File: src/rtl/serial_adder_pkg.sv
// serial_adder_pkg: shared state encoding and width helper for the
// bit-serial adder/subtractor.
package serial_adder_pkg;

    typedef enum logic [1:0] {
        ST_IDLE = 2'd0,
        ST_RUN  = 2'd1,
        ST_DONE = 2'd2
    } state_t;

    // Ceiling log2, used to size the bit counter.
    function automatic int clog2(input int v);
        int r;
        r = 0;
        for (int i = 0; i < 31; i++) begin
            if ((1 << i) < v) begin
                r = i + 1;
            end
        end
        return r;
    endfunction

endpackage

File: src/rtl/serial_adder_n_fa_cell.sv
// fa_cell: single-bit combinational full adder, the only arithmetic
// element in the serial loop.
module fa_cell (
    input  logic a,
    input  logic b,
    input  logic ci,
    output logic s,
    output logic co
);

    // Sum and majority carry of the three input bits.
    always_comb begin
        s  = a ^ b ^ ci;
        co = (a & b) | (a & ci) | (b & ci);
    end

endmodule

File: src/rtl/serial_adder_n.sv
// serial_adder_n: bit-serial add/subtract, one bit per clock, LSB first.
// Optional signed overflow output enabled by SERIAL_ADDER_OVF_EN.
module serial_adder_n
    import serial_adder_pkg::*;
#(
    parameter int WIDTH = 8
) (
    input  logic             clk,
    input  logic             rst,
    input  logic             in_valid,
    output logic             in_ready,
    input  logic [WIDTH-1:0] a,
    input  logic [WIDTH-1:0] b,
    input  logic             cin,
    input  logic             sub,
    output logic             out_valid,
    input  logic             out_ready,
    output logic [WIDTH-1:0] sum,
    output logic             cout,
    output logic             busy
`ifdef SERIAL_ADDER_OVF_EN
    ,
    output logic             ovf
`endif
);

    localparam int CW = clog2(WIDTH) + 1;

    state_t           state_q, state_d;
    logic [WIDTH-1:0] a_sr_q, a_sr_d;
    logic [WIDTH-1:0] b_sr_q, b_sr_d;
    logic [WIDTH-1:0] sum_sr_q, sum_sr_d;
    logic             carry_q, carry_d;
    logic [CW-1:0]    cnt_q, cnt_d;
    logic             fa_s, fa_co;
`ifdef SERIAL_ADDER_OVF_EN
    logic             ovf_q, ovf_d;
`endif

    fa_cell u_fa (
        .a  (a_sr_q[0]),
        .b  (b_sr_q[0]),
        .ci (carry_q),
        .s  (fa_s),
        .co (fa_co)
    );

    // Next-state, datapath shifting and handshake outputs.
    always_comb begin
        state_d   = state_q;
        a_sr_d    = a_sr_q;
        b_sr_d    = b_sr_q;
        sum_sr_d  = sum_sr_q;
        carry_d   = carry_q;
        cnt_d     = cnt_q;
`ifdef SERIAL_ADDER_OVF_EN
        ovf_d     = ovf_q;
`endif
        in_ready  = 1'b0;
        out_valid = 1'b0;
        busy      = 1'b0;
        unique case (state_q)
            ST_IDLE: begin
                in_ready = 1'b1;
                if (in_valid) begin
                    a_sr_d  = a;
                    b_sr_d  = sub ? ~b : b;
                    carry_d = sub ? 1'b1 : cin;
                    cnt_d   = '0;
                    state_d = ST_RUN;
                end
            end
            ST_RUN: begin
                busy     = 1'b1;
                a_sr_d   = a_sr_q >> 1;
                b_sr_d   = b_sr_q >> 1;
                sum_sr_d = {fa_s, sum_sr_q[WIDTH-1:1]};
                carry_d  = fa_co;
                cnt_d    = cnt_q + CW'(1);
                if (cnt_q == CW'(WIDTH - 1)) begin
                    state_d = ST_DONE;
`ifdef SERIAL_ADDER_OVF_EN
                    // carry_q is the carry into the MSB here.
                    ovf_d   = carry_q ^ fa_co;
`endif
                end
            end
            ST_DONE: begin
                busy      = 1'b1;
                out_valid = 1'b1;
                if (out_ready) begin
                    state_d = ST_IDLE;
                end
            end
            default: begin
                state_d = ST_IDLE;
            end
        endcase
    end

    // State and datapath registers with synchronous reset.
    always_ff @(posedge clk) begin
        if (rst) begin
            state_q  <= ST_IDLE;
            a_sr_q   <= '0;
            b_sr_q   <= '0;
            sum_sr_q <= '0;
            carry_q  <= 1'b0;
            cnt_q    <= '0;
`ifdef SERIAL_ADDER_OVF_EN
            ovf_q    <= 1'b0;
`endif
        end else begin
            state_q  <= state_d;
            a_sr_q   <= a_sr_d;
            b_sr_q   <= b_sr_d;
            sum_sr_q <= sum_sr_d;
            carry_q  <= carry_d;
            cnt_q    <= cnt_d;
`ifdef SERIAL_ADDER_OVF_EN
            ovf_q    <= ovf_d;
`endif
        end
    end

    assign sum  = sum_sr_q;
    assign cout = carry_q;
`ifdef SERIAL_ADDER_OVF_EN
    assign ovf  = ovf_q;
`endif

endmodule
File: config.mk
export PLATFORM = sky130hd
export DESIGN_NAME = serial_adder_n
export DESIGN_NICKNAME = d
export VERILOG_FILES = /design/src/rtl/serial_adder_pkg.sv /design/src/rtl/serial_adder_n_fa_cell.sv /design/src/rtl/serial_adder_n.sv
export SDC_FILE = /design/constraint.sdc
export NUM_CORES = 1
export LEC_CHECK = 0
export CAP_MARGIN = 40
export CORE_ASPECT_RATIO = 0.7
export CORE_UTILIZATION = 49
export DETAILED_ROUTE_END_ITERATION = 16
export GPL_TIMING_DRIVEN = 0
export PLACE_DENSITY = 0.87
export SLEW_MARGIN = 20
export SYNTH_ARGS = -nofsm -noshare
export SYNTH_HDL_FRONTEND = slang
export SYNTH_SLANG_ARGS = --single-unit
File: constraint.sdc
create_clock -name clk -period 1.75 [get_ports clk]
set_input_delay 0.2625 -clock clk [delete_from_list [all_inputs] [get_ports clk]]
set_output_delay 0.2625 -clock clk [all_outputs]
set_load 0.02 [all_outputs]
==> reports/metrics.yaml <==
place.gp.congestion: 0.850
hold_slack_ps: 446
dieArea_mm2: 0.00325
pwr-share-clk_pct: 24.0
synth_top_area_share_pct: 41.9
postCtsResizedCells: 8
area_growth_pct: 35.5
cts_tree: "done"
cts_buffer_depth: 2
yosys.area.top_type: "dfxtp_1"
drtIter0Drc: 75
synthTopCellsByArea: "dfxtp_1 42%, mux2i_1 12%, nor2_1 4.3%"
ys_ff_latch: 31
grt_max_degree: 11
wl_per_cell_um: 14.9
drv_cap: 0
yosysSeqAreaShare_pct: 41.9
num_rows: 16
multiInputGateArea_um2: 832
dr.pass1.iters: 4
crit_type: "reg2reg"
cts.clk_slew.worst_paths_ps: 70
tightest_slew_ps: 477
worst_hold_path_type: "reg2reg"
startpoint_type: "flip-flop"
antenna_found_initial: 0
die_w_um: 67.7
period_share_pct: 95.4
grt_use_total_pct: 22.1
ff_latch_area_um2: 622
worst_ep_arrival_time_ps: 1840
ir_drop_v: 0.000690
clkLatencyLatePin_ps: 280
layout.nets: 227
io_buffers: 32
switching_share_pct: 35.5
grt_pass1_wl_mm: 5.13
ys_types: 29
synth_area_mm2: 0.00148
relSlewSlack_pct: 68.2
syn_area_per_cell_um2: 9.27
p_leak_nw: 0.759
synth_edf_count: 0
floorplan.initialDensity_pct: 52.2
grt_pass1_vias: 1193
hold_viol: 0
die_y_um: 48.0
clock_sinks: 31
drt.antenna.violating_nets: 0
ys_top_cells_by_count: "31 x dfxtp_1, 18 x mux2i_1, 17 x nor2_1"
drive_above_1_share_pct: 11.5
postCtsSetupBuffers: 0
vias_per_cell: 5.47
skew_ps: 4.67
status: "finished, final reports clean"
overflow: 0
drc: 0
syn_inst: 160
cell_internal_pwr_w: 0.00193
async_flop_share_pct: 0
synth.most_common_cell: "dfxtp_1"
diodes: 0
grt_setup_unrepaired: "no"
fin_util_pct: 70.7
fmax_mhz: 599
hold_buffers: 0
cts_buffers: 5
cp.required_ps: 1920
syn_nets: 188
worstPathMaxFanout: 10
drt_wl_total_mm: 3.53
ctsRootBufferMaster: "clkbuf_8"
finalInstanceArea_mm2: 0.00201
seq_power_share_pct: 33.6
vias: 1290
fillers: 198
pwr-share-comb_pct: 42.5
dp_hpwl_mm: 2.56
switchingPower_w: 0.00106
core_area_mm2: 0.00284
setup_viol: 0
final_max_slew_viol_count: 0
post_dp_cell_area_mm2: 0.00185
fin_crit_ps: 1670
ioPinCount: 34
ys.flop_type: "dfxtp_1"
yosysWarnings: 0
p_per_area_mw_per_mm2: 1480
setup.worst_path.end_class: "flip-flop"
h-tree-depth: 2
==> through the flow <==
stage | total power (W) | setup WS (ps) | std cells | setup TNS, ps
floorplan | 0.00181 | 59.6 | 160 | 0
global placement | 0.00210 | 15.5 | 228 | 0
detailed placement | 0.00220 | -108 | 228 | -1170
CTS | 0.00293 | 9.27 | 236 | 0
global route | 0.00314 | 3.61 | 236 | 0
finish | 0.00298 | 81.0 | 236 | 0
==> sequential cells by signal, summed over array words and instances (netlist names) <==
register	flops
sum	8
a_sr_q	8
cnt_q	4
b_sr_q	8
cout	1
state_q	2
==> worst max-delay path, stage by stage (launching register included) <==
cell and delay [ps]:
dfxtp_2 350, inv_1 130, ha_4 200, mux2_2 390
buf_2 210, a21oi_1 220, nor2_1 60
==> worst paths after layout <==
check / end / cells past startpoint / from / slack [ps]
max: cnt_q[2] / 6 / state_q[0] / 80
min: b_sr_q[3] / 2 / b_sr_q[3] / 450
max reg2reg: cnt_q[2] / 6 / state_q[0] / 80
min reg2reg: b_sr_q[3] / 2 / b_sr_q[3] / 450
==> logic make-up (layout without fill, tap and decap cells) <==
| kind of cell | Yosys count | after routing | share of synthesized area, % |
|---|---|---|---|
| AO/OA/AOI/OAI | 32 | 32 | 14.6 |
| AND/OR/NAND/NOR | 50 | 50 | 15.8 |
| buffers and inverters | 14 | 54 | 4.56 |
| adder cells (fa/ha/maj) | 6 | 6 | 5.57 |
| XOR/XNOR | 8 | 8 | 4.73 |
| flip-flops | 31 | 31 | 41.9 |
| multiplexers | 19 | 19 | 12.9 |
==> area by class of cell <==
cell class / instances / share of cell area (%)
plain buffers: 11 / 3.24
clock buffers: 6 / 4.11
clock inverters: 2 / 1.74
inverters: 3 / 0.560
multi-input cells: 115 / 41.4
flip-flops and latches: 31 / 30.9
well taps: 36 / 2.24
repair buffers: 32 / 15.8
==> routing by layer <==
metal  GRT usage, %  vias to the layer above  wire (um)
li1               -                      631          -
met1           25.1                      613       1570
met2           39.4                       36       1720
met3           5.95                       10        187
met4           11.1                        0         56
met5              0                        -          0
==> power by group through the flow <==
| stage | Combinational [W] | Sequential [W] | Clock [W] |
|---|---|---|---|
| finish | 0.00127 | 0.00100 | 0.000715 |
| global route | 0.00137 | 0.00102 | 0.000757 |
| CTS | 0.00122 | 0.000993 | 0.000721 |
| detailed placement | 0.00119 | 0.00101 | 0 |
| global placement | 0.00112 | 0.000986 | 0 |
| floorplan | 0.000816 | 0.000998 | 0 |
==> placed cells by master, fill, tap and decap left out, types with 2 or more instances in the layout <==
| master | instances |
|---|---|
| mux2i_1 | 17 |
| clkbuf_8 | 6 |
| buf_2 | 3 |
| nand3b_1 | 2 |
| buf_4 | 2 |
| clkdlybuf4s50_1 | 29 |
| nand2b_1 | 9 |
| a211oi_1 | 7 |
| nand3_1 | 2 |
| xor2_1 | 7 |
| ha_1 | 3 |
| o211ai_1 | 7 |
| dlygate4sd2_1 | 3 |
| ha_4 | 2 |
| nor2_1 | 17 |
| dfxtp_1 | 30 |
| inv_1 | 2 |
| nor2b_1 | 2 |
| a21oi_1 | 12 |
| nand2_1 | 16 |
| clkbuf_1 | 3 |
No activity file was read; power rests on OpenSTA's default activity.
